<file path="config.mk">
export PLATFORM = sky130hd
export DESIGN_NAME = pc_unit_flat
export DESIGN_NICKNAME = d
export VERILOG_FILES = /design/src/rtl/pc_unit_pkg.sv /design/src/rtl/pc_unit_if.sv /design/src/rtl/pc_unit_branch_cond.sv /design/src/rtl/pc_unit.sv /design/src/flat_wrapper.sv
export SDC_FILE = /design/constraint.sdc
export NUM_CORES = 1
export LEC_CHECK = 0
export ABC_AREA = 1
export BUFFER_PORTS_ARGS = -buffer_cell sky130_fd_sc_hd__buf_2
export CAP_MARGIN = 5
export CORE_MARGIN = 3
export CORE_UTILIZATION = 56
export DETAILED_ROUTE_END_ITERATION = 12
export PLACE_DENSITY = 0.82
export SETUP_SLACK_MARGIN = 0.5
export SLEW_MARGIN = 10
export SYNTH_ARGS = -nofsm -noshare
export SYNTH_HDL_FRONTEND = slang
export SYNTH_SLANG_ARGS = --single-unit
</file>
<file path="constraint.sdc">
create_clock -name clk -period 2.6 [get_ports clk]
set_input_delay 0.39 -clock clk [delete_from_list [all_inputs] [get_ports clk]]
set_output_delay 0.39 -clock clk [all_outputs]
set_load 0.02 [all_outputs]
</file>
<file path="src/rtl/pc_unit_pkg.sv">
// Shared constants for the fetch-PC unit: branch funct3 encodings and
// the default reset/trap vectors and sequential step.
package pc_unit_pkg;

  localparam logic [2:0] F3_BEQ  = 3'b000;
  localparam logic [2:0] F3_BNE  = 3'b001;
  localparam logic [2:0] F3_BLT  = 3'b100;
  localparam logic [2:0] F3_BGE  = 3'b101;
  localparam logic [2:0] F3_BLTU = 3'b110;
  localparam logic [2:0] F3_BGEU = 3'b111;

  localparam logic [31:0] DEFAULT_RESET_VECTOR = 32'h0000_0000;
  localparam logic [31:0] DEFAULT_TRAP_VECTOR  = 32'h0000_0100;
  localparam int          DEFAULT_PC_STEP      = 4;

endpackage

</file>
<file path="src/rtl/pc_unit_if.sv">
// Control/operand bundle between decode-execute and the fetch-PC unit.
// master: the stage driving control and operands; slave: pc_unit.
interface pc_unit_if #(
  parameter int XLEN = 32
);
  logic            stall;
  logic            jump;
  logic            jalr;
  logic            branch;
  logic [2:0]      funct3;
  logic [XLEN-1:0] res_pc;
  logic [XLEN-1:0] rs1_data;
  logic [XLEN-1:0] rs2_data;
  logic [XLEN-1:0] imm;
  logic [XLEN-1:0] pc;
  logic            taken;
  logic [XLEN-1:0] link_addr;
  logic            exc_misaligned;
  logic [XLEN-1:0] exc_addr;

  modport master (
    output stall, jump, jalr, branch, funct3, res_pc, rs1_data, rs2_data, imm,
    input  pc, taken, link_addr, exc_misaligned, exc_addr
  );

  modport slave (
    input  stall, jump, jalr, branch, funct3, res_pc, rs1_data, rs2_data, imm,
    output pc, taken, link_addr, exc_misaligned, exc_addr
  );
endinterface

</file>
<file path="src/rtl/pc_unit_branch_cond.sv">
// Combinational RV32I branch-condition evaluator; undefined funct3 codes
// resolve to "not taken".
module pc_unit_branch_cond
  import pc_unit_pkg::*;
#(
  parameter int XLEN = 32
) (
  input  logic [2:0]      funct3,
  input  logic [XLEN-1:0] rs1_data,
  input  logic [XLEN-1:0] rs2_data,
  output logic            cond
);

  logic eq;
  logic lt;
  logic ltu;

  assign eq  = (rs1_data == rs2_data);
  assign lt  = ($signed(rs1_data) < $signed(rs2_data));
  assign ltu = (rs1_data < rs2_data);

  always_comb begin
    case (funct3)
      F3_BEQ:  cond = eq;
      F3_BNE:  cond = ~eq;
      F3_BLT:  cond = lt;
      F3_BGE:  cond = ~lt;
      F3_BLTU: cond = ltu;
      F3_BGEU: cond = ~ltu;
      default: cond = 1'b0;
    endcase
  end

endmodule

</file>
<file path="src/rtl/pc_unit.sv">
// Fetch-PC register with JAL/JALR/branch redirect, stall with a single
// newest-wins pending redirect, and misaligned-target trap.
module pc_unit
  import pc_unit_pkg::*;
#(
  parameter int              XLEN         = 32,
  parameter logic [XLEN-1:0] RESET_VECTOR = XLEN'(DEFAULT_RESET_VECTOR),
  parameter logic [XLEN-1:0] TRAP_VECTOR  = XLEN'(DEFAULT_TRAP_VECTOR),
  parameter int              PC_STEP      = DEFAULT_PC_STEP,
  parameter int              ALIGN_BITS   = 2
) (
  input logic        clk,
  input logic        rst,
  pc_unit_if.slave   bus
);

  localparam logic [XLEN-1:0] STEP = XLEN'(PC_STEP);

  logic [XLEN-1:0] pc_q, pc_d;
  logic            exc_q, exc_d;
  logic [XLEN-1:0] exc_addr_q, exc_addr_d;
  logic            pend_valid_q, pend_valid_d;
  logic [XLEN-1:0] pend_target_q, pend_target_d;

  logic            cond;
  logic            taken;
  logic [XLEN-1:0] target;
  logic [XLEN-1:0] jalr_sum;
  logic            misaligned;

  pc_unit_branch_cond #(.XLEN(XLEN)) u_branch_cond (
    .funct3   (bus.funct3),
    .rs1_data (bus.rs1_data),
    .rs2_data (bus.rs2_data),
    .cond     (cond)
  );

  // jalr outranks jump/branch; jump and branch share the res_pc-relative adder.
  assign jalr_sum   = bus.rs1_data + bus.imm;
  assign target     = bus.jalr ? {jalr_sum[XLEN-1:1], 1'b0} : (bus.res_pc + bus.imm);
  assign taken      = bus.jalr | bus.jump | (bus.branch & cond);
  assign misaligned = taken & (|target[ALIGN_BITS-1:0]);

  always_comb begin
    // NOTE: every _d gets a default first so no path can infer a latch.
    pc_d          = pc_q;
    exc_d         = 1'b0;
    exc_addr_d    = exc_addr_q;
    pend_valid_d  = pend_valid_q;
    pend_target_d = pend_target_q;

    if (!bus.stall) begin
      // A live redirect supersedes any pending one, so pending always drains here.
      pend_valid_d = 1'b0;
      if (misaligned) begin
        pc_d       = TRAP_VECTOR;
        exc_d      = 1'b1;
        exc_addr_d = target;
      end else if (taken) begin
        pc_d = target;
      end else if (pend_valid_q) begin
        pc_d = pend_target_q;
      end else begin
        pc_d = pc_q + STEP;
      end
    end else if (misaligned) begin
      exc_d         = 1'b1;
      exc_addr_d    = target;
      pend_valid_d  = 1'b1;
      pend_target_d = TRAP_VECTOR;
    end else if (taken) begin
      pend_valid_d  = 1'b1;
      pend_target_d = target;
    end
  end

  // NOTE: state updates use non-blocking assignments so all flops sample together.
  always_ff @(posedge clk) begin
    if (rst) begin
      pc_q          <= RESET_VECTOR;
      exc_q         <= 1'b0;
      exc_addr_q    <= '0;
      pend_valid_q  <= 1'b0;
      pend_target_q <= '0;
    end else begin
      pc_q          <= pc_d;
      exc_q         <= exc_d;
      exc_addr_q    <= exc_addr_d;
      pend_valid_q  <= pend_valid_d;
      pend_target_q <= pend_target_d;
    end
  end

  assign bus.pc             = pc_q;
  assign bus.taken          = taken;
  assign bus.link_addr      = bus.res_pc + STEP;
  assign bus.exc_misaligned = exc_q;
  assign bus.exc_addr       = exc_addr_q;

endmodule

</file>
<file path="src/flat_wrapper.sv">
// flat-port wrapper written by rule: the top's interface ports become plain ports
module pc_unit_flat import pc_unit_pkg::*;
#(
  parameter int              XLEN         = 32,
  parameter logic [XLEN-1:0] RESET_VECTOR = XLEN'(DEFAULT_RESET_VECTOR),
  parameter logic [XLEN-1:0] TRAP_VECTOR  = XLEN'(DEFAULT_TRAP_VECTOR),
  parameter int              PC_STEP      = DEFAULT_PC_STEP,
  parameter int              ALIGN_BITS   = 2
)
  (clk, rst, bus_stall, bus_jump, bus_jalr, bus_branch, bus_funct3, bus_res_pc, bus_rs1_data, bus_rs2_data, bus_imm, bus_pc, bus_taken, bus_link_addr, bus_exc_misaligned, bus_exc_addr);
  pc_unit_if #(.XLEN(XLEN)) bus_i ();
  input logic clk;
  input logic rst;
  input wire logic [$bits(bus_i.stall)-1:0] bus_stall;
  input wire logic [$bits(bus_i.jump)-1:0] bus_jump;
  input wire logic [$bits(bus_i.jalr)-1:0] bus_jalr;
  input wire logic [$bits(bus_i.branch)-1:0] bus_branch;
  input wire logic [$bits(bus_i.funct3)-1:0] bus_funct3;
  input wire logic [$bits(bus_i.res_pc)-1:0] bus_res_pc;
  input wire logic [$bits(bus_i.rs1_data)-1:0] bus_rs1_data;
  input wire logic [$bits(bus_i.rs2_data)-1:0] bus_rs2_data;
  input wire logic [$bits(bus_i.imm)-1:0] bus_imm;
  output wire logic [$bits(bus_i.pc)-1:0] bus_pc;
  output wire logic [$bits(bus_i.taken)-1:0] bus_taken;
  output wire logic [$bits(bus_i.link_addr)-1:0] bus_link_addr;
  output wire logic [$bits(bus_i.exc_misaligned)-1:0] bus_exc_misaligned;
  output wire logic [$bits(bus_i.exc_addr)-1:0] bus_exc_addr;
  assign bus_i.stall = bus_stall;
  assign bus_i.jump = bus_jump;
  assign bus_i.jalr = bus_jalr;
  assign bus_i.branch = bus_branch;
  assign bus_i.funct3 = bus_funct3;
  assign bus_i.res_pc = bus_res_pc;
  assign bus_i.rs1_data = bus_rs1_data;
  assign bus_i.rs2_data = bus_rs2_data;
  assign bus_i.imm = bus_imm;
  assign bus_pc = bus_i.pc;
  assign bus_taken = bus_i.taken;
  assign bus_link_addr = bus_i.link_addr;
  assign bus_exc_misaligned = bus_i.exc_misaligned;
  assign bus_exc_addr = bus_i.exc_addr;
  pc_unit #(.XLEN(XLEN), .RESET_VECTOR(RESET_VECTOR), .TRAP_VECTOR(TRAP_VECTOR), .PC_STEP(PC_STEP), .ALIGN_BITS(ALIGN_BITS)) u_core (.clk(clk), .rst(rst), .bus(bus_i));
endmodule
</file>
==> results of run 1 <==
## synth_stat cells (all sizes together) (2+ instances only)
cell type	count	share of area, %
nand2	471	18
inv	208	7.7
nor2	186	6.9
o21ai	178	9.0
a21oi	154	7.7
dfxtp	98	19
ha	95	12
nand3	69	3.4
nand4	46	2.9
xor2	40	3.4
clkbuf	27	0.99
nor3	27	1.3
buf	17	1.1
xnor2	14	1.2
a21o	12	0.88
nor4	10	0.61
o21a	9	0.66
o21bai	8	0.59
a31oi	7	0.43
or2	6	0.37
a32oi	3	0.26
and3	3	0.18
nor3b	3	0.27
a211oi	2	0.15
a21boi	2	0.18
clkinv	2	0.074
fa	2	0.39
nand3b	2	0.15
o22ai	2	0.12
## stage by stage
| step | utilization [%] | area [sq um] |
|---|---|---|
| CTS | 82.96 | 14550 |
| detailed placement | 75.77 | 13290 |
| global placement | 75.77 | 13290 |
| floorplan | - | 10770 |
## routing by layer
| layer | overflow | GRT usage (%) |
|---|---|---|
| met5 | 0 | 29.82 |
| met4 | 38 | 70.17 |
| met3 | 0 | 58.96 |
| met2 | 22 | 90.78 |
| met1 | 2 | 71.14 |
## cells by family after synthesis
| kind of cell | count (synthesis) | share of synthesized area [%] |
|---|---|---|
| compound gates | 380 | 20.28 |
| fa+ha+maj | 97 | 12.05 |
| buf+inv | 254 | 9.869 |
| xor+xnor | 54 | 4.640 |
| simple gates | 825 | 33.82 |
| mux | 1 | 0.09820 |
| flops | 98 | 19.25 |
## repair_timing
| action | in CTS |
|---|---|
| setup endpoints to repair | 116 |
| resized for setup | 144 |
| setup buffers | 33 |
| pin swaps | 61 |
| cloned | 8 |
==> results.sh, run 1 <==
export IMPL_status="did not finish"
export IMPL_lastStage="5_1_grt"
export IMPL_stop_error="[ERROR GRT-0232] Routing congestion too high. Check the congestion heatmap in the GUI."
export IMPL_yosysUniqueCellTypes=49
export IMPL_yosysWarnings=0
export IMPL_pre_cts_ws_ns=-0.2698
export IMPL_gp_congestion=0.9765
export IMPL_ys_seq_area_share_pct=19.25
export IMPL_die_h_um=140.9
export IMPL_synth_cells=1709
export IMPL_pin_count=235
export IMPL_async_flop_share_pct=0
export IMPL_dp_cells=2293
export IMPL_die_x_um=140.9
export IMPL_cts_root_buf="clkbuf_16"
export IMPL_num_rows=48
export IMPL_synthesis_area_sq_um=10190
export IMPL_cts_buffer_depth=2
export IMPL_synth_nets=1943
export IMPL_initial_utilization_pct=58.13
export IMPL_htree_levels=3
export IMPL_port_buffers=234
export IMPL_worst_endpoint_kind="primary output"
export IMPL_hold_buffers=0
export IMPL_worst_endpoint="bus_taken"
export IMPL_dp_hpwl_um=32120
export IMPL_syn_mean_instance_area_sq_um=5.965
export IMPL_grt_total_usage_pct=72.82
export IMPL_synth_edf_count=0
export IMPL_globalRouteOverflowTotal=62
export IMPL_synth_ff_type="dfxtp_1"
export IMPL_cts_sinks=98
export IMPL_numCtsBuffers=9
export IMPL_synth_seq_cells=98
export IMPL_grt_start_max_net_pins=40
==> run 2, diff against run 1 <==
--- a/config.mk
+++ b/config.mk
@@ -9,10 +9,9 @@
 export BUFFER_PORTS_ARGS = -buffer_cell sky130_fd_sc_hd__buf_2
 export CAP_MARGIN = 5
 export CORE_MARGIN = 3
-export CORE_UTILIZATION = 56
+export CORE_UTILIZATION = 40
 export DETAILED_ROUTE_END_ITERATION = 12
-export PLACE_DENSITY = 0.82
-export SETUP_SLACK_MARGIN = 0.5
+export PLACE_DENSITY_LB_ADDON = 0.15
 export SLEW_MARGIN = 10
 export SYNTH_ARGS = -nofsm -noshare
 export SYNTH_HDL_FRONTEND = slang
==> results.sh, run 2 <==
export IMPL_hp_class="input pin to register"
export IMPL_relSlewSlack_pct=45.48
export IMPL_insertion_delay_ns=0.34
export IMPL_peakVddDrop_v=0.0003546
export IMPL_drtPass1Iterations=6
export IMPL_netlist_area_leader_share_pct=19.25
export IMPL_final_area_sq_um=14830
export IMPL_critPathRequiredTime_ns=2.21
export IMPL_final_layout_size_suffix_gt1_share_pct=30.27
export IMPL_die_x_um=165.6
export IMPL_synthesis_area_sq_um=10190
export IMPL_num_rows=57
export IMPL_crit_path_start_kind="input pin"
export IMPL_nets=2416
export IMPL_cp_max_fo=4
export IMPL_combPwrFrac_pct=49.2
export IMPL_p_leak_nw=7.535
export IMPL_pin_count=235
export IMPL_htree_levels=3
export IMPL_area_growth_pct=45.53
export IMPL_cts_root_buf="clkbuf_16"
export IMPL_grt_first_pass_wirelength_um=64140
export IMPL_fmax_mhz=384.0
export IMPL_synth_area_leaders="dfxtp_1 19%, nand2_1 17%, ha_1 12%"
export IMPL_ys_seq_area_share_pct=19.25
export IMPL_clk_pin_slew_ns=0.08
export IMPL_synth_most_common_cell="nand2_1"
export IMPL_maxSlewViolCount=0
export IMPL_final_cells=2511
export IMPL_synth_seq_cells=98
export IMPL_grt_start_max_net_pins=42
export IMPL_cts_buffer_depth=2
export IMPL_yosysWarnings=0
export IMPL_fin_crit_ns=2.604
export IMPL_yosysUniqueCellTypes=49
export IMPL_avgRoutedWirePerCell_um=16.64
export IMPL_p_seq_share_pct=28.3
export IMPL_violations="setup timing"
export IMPL_hold_violations=0
export IMPL_async_flop_share_pct=0
export IMPL_cts_tree="built"
export IMPL_skew_ns=0.007723
export IMPL_ant_nets=0
export IMPL_numCtsBuffers=9
export IMPL_cts_sinks=98
export IMPL_tightest_slew_ns=0.8127
export IMPL_rsz0062_at_grt="true"
export IMPL_synth_cells=1709
export IMPL_synthTopCellsByCount="465 x nand2_1, 207 x inv_1, 182 x nor2_1"
export IMPL_synth_ff_type="dfxtp_1"
export IMPL_p_int_w=0.003683
export IMPL_pwr_share_clk_pct=22.5
export IMPL_final_common_cell="nand2_1"
export IMPL_status="finished, violations left"
export IMPL_num_vias=13061
export IMPL_finalSetupTns_ns=-0.004035
export IMPL_placed_area_sq_um=13540
export IMPL_fin_ws_ns=-0.004035
export IMPL_crit_arrival_ns=2.21
export IMPL_grt_pass1_vias=12442
export IMPL_die_h_um=165.6
export IMPL_timing_max_cap_violations=0
export IMPL_initial_utilization_pct=41.31
export IMPL_layout_common_cells="438 x nand2_1, 266 x buf_4, 208 x buf_2"
export IMPL_gp_congestion=0.8920
export IMPL_vias_per_cell=5.202
export IMPL_finalSetupViolCount=1
export IMPL_min_period_over_period_pct=100.2
export IMPL_synth_edf_count=0
export IMPL_route_detailed_drc=0
export IMPL_swShare_pct=40.99
export IMPL_crit_type="input pin to output port"
export IMPL_syn_mean_instance_area_sq_um=5.965
export IMPL_die_area_sq_um=27440
export IMPL_diodes=0
export IMPL_synth_nets=1943
export IMPL_drt_initial_drc_count=951
export IMPL_core_sq_um=24680
export IMPL_synth_top_area_cell="dfxtp_1"
export IMPL_dp_cells=2474
export IMPL_antenna_found_initial=0
export IMPL_port_buffers=234
export IMPL_holdWs_ns=0.3693
export IMPL_grt_total_usage_pct=28.26
export IMPL_dp_hpwl_um=33730
export IMPL_routed_wl_um=41790
export IMPL_endpoint_kind="output port"
export IMPL_globalRouteOverflowTotal=0
export IMPL_p_sw_w=0.002558
export IMPL_p_per_area_nw_per_um2=420.7
==> run 2: cell counts after synthesis <==
Identical to the previous run, type by type.
==> run 2: area by class of cell <==
type	count	area, sq um
Tap cell	324	405.4
Inverter	210	795.8
Timing Repair Buffer	505	3463
Fill cell	2461	9842
Multi-Input combinational cell	1358	7899
Clock inverter	7	83.83
Clock buffer	9	225.2
Sequential cell	98	1962
==> run 2: critical path, cell delays in order <==
cell,delay [ns]
buf_2,0.10
inv_1,0.08
ha_4,0.20
nand2_2,0.08
nor2_4,0.04
buf_4,0.12
nand2_1,0.07
nand2_2,0.08
a21oi_4,0.22
nand3_2,0.11
a21oi_2,0.21
nand2_4,0.10
nand2_2,0.08
nand2_2,0.06
buf_6,0.14
buf_6,0.12
==> run 2: path summary, 6_finish.rpt <==
kind	cells past startpoint	slack (ns)	start	end
worst max-delay path	16	-0.004	bus_rs2_data[20]	bus_taken
worst min-delay path	2	0.37	rst	u_core.pend_target_q[2]$_SDFFE_PP0P_
worst max register to register	14	0.29	u_core.bus.pc[2]$_SDFFE_PP0N_	u_core.bus.pc[22]$_SDFFE_PP0N_
worst min register to register	2	0.46	u_core.pend_target_q[0]$_SDFFE_PP0P_	u_core.pend_target_q[0]$_SDFFE_PP0P_
==> run 2: stage by stage <==
stage | total power (W) | setup WS, ns | utilization (%)
finish | 0.006241 | -0.004035 | 60.12
global route | 0.006648 | -0.1064 | 60.12
CTS | 0.006055 | -0.02691 | 57.04
detailed placement | 0.004611 | -0.3080 | 54.89
global placement | 0.004584 | -0.3168 | 54.89
floorplan | 0.003330 | 0.06883 | -
==> run 2: layer usage <==
layer | part of all wire (%) | global-route usage [%]
met4 | 3.1 | 9.476
met2 | 47 | 48.12
met5 | 0 | 0
met3 | 4.7 | 2.693
met1 | 45 | 37.62
==> run 2: cells by family after synthesis <==
| logic type | after synthesis | share of synthesized area (%) |
|---|---|---|
| mux | 1 | 0.09820 |
| xor+xnor | 54 | 4.640 |
| compound gates | 380 | 20.28 |
| buf+inv | 254 | 9.869 |
| simple gates | 825 | 33.82 |
| flops | 98 | 19.25 |
| fa+ha+maj | 97 | 12.05 |
==> run 2: power groups by stage <==
stage               logic [W]  clock network, W  registers, W
finish                0.00307           0.00140       0.00177
global route          0.00338           0.00148       0.00178
CTS                   0.00287           0.00142       0.00176
detailed placement    0.00281                 0       0.00180
global placement      0.00279                 0       0.00179
floorplan             0.00140                 0       0.00193
==> run 2: what timing repair did <==
item                                    CTS  global route
hold buffers                              0             0
cloned                                    0             1
buffers inserted                          8            12
resized for setup                        37           165
pin swaps                                13            66
endpoints found under the setup margin   11           108
(Power assumes the default switching activity.)
==> run 3, diff against run 2 <==
--- a/config.mk
+++ b/config.mk
@@ -8,8 +8,10 @@
 export ABC_AREA = 1
 export BUFFER_PORTS_ARGS = -buffer_cell sky130_fd_sc_hd__buf_2
 export CAP_MARGIN = 5
+export CELL_PAD_IN_SITES_DETAIL_PLACEMENT = 0
+export CELL_PAD_IN_SITES_GLOBAL_PLACEMENT = 1
 export CORE_MARGIN = 3
-export CORE_UTILIZATION = 40
+export CORE_UTILIZATION = 38
 export DETAILED_ROUTE_END_ITERATION = 12
 export PLACE_DENSITY_LB_ADDON = 0.15
 export SLEW_MARGIN = 10
==> results.sh, run 3 (synthesis gave the netlist of run 2 again) <==
export IMPL_status="finished, violations left"
export IMPL_violations="setup timing"
export IMPL_crit_type="input pin to output port"
export IMPL_grt_total_usage_pct=27.54
export IMPL_r2r_start="u_core.bus.pc[14]$_SDFFE_PP0N_"
export IMPL_die_h_um=169.8
export IMPL_cp_max_fo=3
export IMPL_port_buffers=234
export IMPL_whs_endpoint="u_core.pend_target_q[12]$_SDFFE_PP0P_"
export IMPL_final_layout_size_suffix_gt1_share_pct=31.36
export IMPL_skew_ns=0.009034
export IMPL_vias_per_cell=5.118
export IMPL_finalSetupTns_ns=-0.01509
export IMPL_crit_arrival_ns=2.23
export IMPL_area_growth_pct=47.07
export IMPL_hold_path_depth=2
export IMPL_timing_max_cap_violations=0
export IMPL_p_per_area_nw_per_um2=408.0
export IMPL_dp_hpwl_um=34010
export IMPL_min_period_over_period_pct=100.6
export IMPL_clk_pin_slew_ns=0.07
export IMPL_swShare_pct=40.92
export IMPL_cts_tree="built"
export IMPL_insertion_delay_ns=0.34
export IMPL_cts_buffer_depth=2
export IMPL_nets=2423
export IMPL_rsz0062_at_grt="true"
export IMPL_routed_wl_um=41290
export IMPL_endpoint_kind="output port"
export IMPL_r2r_slack_ns=0.23
export IMPL_gp_congestion=0.8813
export IMPL_fin_ws_ns=-0.01509
export IMPL_antenna_found_initial=0
export IMPL_globalRouteOverflowTotal=0
export IMPL_die_x_um=169.8
export IMPL_p_seq_share_pct=29.0
export IMPL_numCtsBuffers=9
export IMPL_drt_initial_drc_count=706
export IMPL_hold_buffers=0
export IMPL_hold_violations=0
export IMPL_peakVddDrop_v=0.0002484
export IMPL_die_area_sq_um=28830
export IMPL_layout_common_cells="441 x nand2_1, 268 x buf_4, 204 x buf_2"
export IMPL_ant_nets=0
export IMPL_p_sw_w=0.002503
export IMPL_grt_start_max_net_pins=43
export IMPL_relSlewSlack_pct=43.43
export IMPL_rr_worst_depth=11
export IMPL_fin_crit_ns=2.615
export IMPL_final_area_sq_um=14990
export IMPL_hp_class="register to register"
export IMPL_cts_sinks=98
export IMPL_initial_utilization_pct=38.90
export IMPL_drtPass1Iterations=5
export IMPL_htree_levels=3
export IMPL_pwr_share_clk_pct=20.7
export IMPL_p_int_w=0.003614
export IMPL_num_rows=59
export IMPL_core_sq_um=26210
export IMPL_pin_count=235
export IMPL_tightest_slew_ns=0.8455
export IMPL_fmax_mhz=382.4
export IMPL_route_detailed_drc=0
export IMPL_grt_first_pass_wirelength_um=63890
export IMPL_fillers=2649
export IMPL_num_vias=12944
export IMPL_min_from="u_core.pend_target_q[12]$_SDFFE_PP0P_"
export IMPL_p_leak_nw=7.563
export IMPL_r2r_end="u_core.bus.pc[27]$_SDFFE_PP0N_"
export IMPL_grt_pass1_vias=12312
export IMPL_avgRoutedWirePerCell_um=16.33
export IMPL_critPathRequiredTime_ns=2.21
export IMPL_final_common_cell="nand2_1"
export IMPL_cts_root_buf="clkbuf_16"
export IMPL_diodes=0
export IMPL_combPwrFrac_pct=50.3
export IMPL_crit_path_start_kind="input pin"
export IMPL_maxSlewViolCount=0
export IMPL_finalSetupViolCount=1
export IMPL_placed_area_sq_um=13620
-- run 3: cell count changes in the layout (fill, tap and decap cells not counted), sizes merged --
cell    before  now
nand2      472  474
inv        212  209
clkbuf       9   11
clkinv       3    5
buf        505  510
bufinv       1    0
-- run 3: worst max path at each step --
stage                  startpoint                end  cells past startpoint
floorplan           bus_res_pc[2]  bus_link_addr[26]                     10
global placement    bus_res_pc[2]  bus_link_addr[26]                     13
detailed placement  bus_res_pc[2]  bus_link_addr[26]                     13
CTS                 bus_res_pc[3]  bus_link_addr[26]                     13
global route        bus_res_pc[2]  bus_link_addr[30]                     11
finish              bus_res_pc[2]  bus_link_addr[30]                     11
-- run 3: metrics by stage --
stage                     total power [W]  worst slack (ns)  std cells  util [%]  hold slack [ns]
after floorplan                  0.003330           0.06883       1709         -           0.4330
after global placement           0.004588           -0.3404       2500     51.97           0.4476
after detailed placement         0.004603           -0.3548       2500     51.97           0.4521
after CTS                        0.005977           -0.1186       2521     55.24           0.4635
after global routing             0.006557           -0.1008       2529     57.21           0.4831
final                            0.006117          -0.01509       2529     57.21           0.4626
-- run 3: timing repair --
| item | in CTS | in global routing |
|---|---|---|
| setup buffers | 7 | 5 |
| setup endpoints to repair | 8 | 103 |
| cloned | 0 | 3 |
| gates resized for setup | 109 | 123 |
| pin swaps | 52 | 50 |
-- run 3: routing by layer --
layer  vias up  track usage (%)  routed length [um]
met1      5915            37.20               18860
met3        62            1.491                1686
li1       6607                -                   -
met4         0            7.432                1153
met5         -                0                   0
met2       360            47.86               19590
-- run 3: critical path, cell delays in order --
cell and delay [ns]:
buf_8 0.08, ha_4 0.14, nand3_4 0.09, nor3b_4 0.24, nand3_2 0.17, nor4_4 0.16, buf_4 0.17, and3_4 0.20
nand4_1 0.15, xnor2_2 0.24, buf_4 0.17
-- run 3: area by class of cell --
type	instances	area, sq um	share of cell area (%)
Multi-Input combinational cell	1360	8009	53.42
Inverter	210	798.3	5.325
Clock inverter	5	38.79	0.2587
Tap cell	335	419.2	2.796
Clock buffer	11	242.7	1.619
Sequential cell	98	1964	13.10
Timing Repair Buffer	510	3520	23.48
-- run 3: power by group through the flow --
stage	Sequential, W	Clock [W]	Combinational [W]
floorplan	0.00193	0	0.00140
global placement	0.00180	0	0.00278
detailed placement	0.00180	0	0.00280
CTS	0.00177	0.00129	0.00292
global route	0.00179	0.00136	0.00341
finish	0.00177	0.00126	0.00308
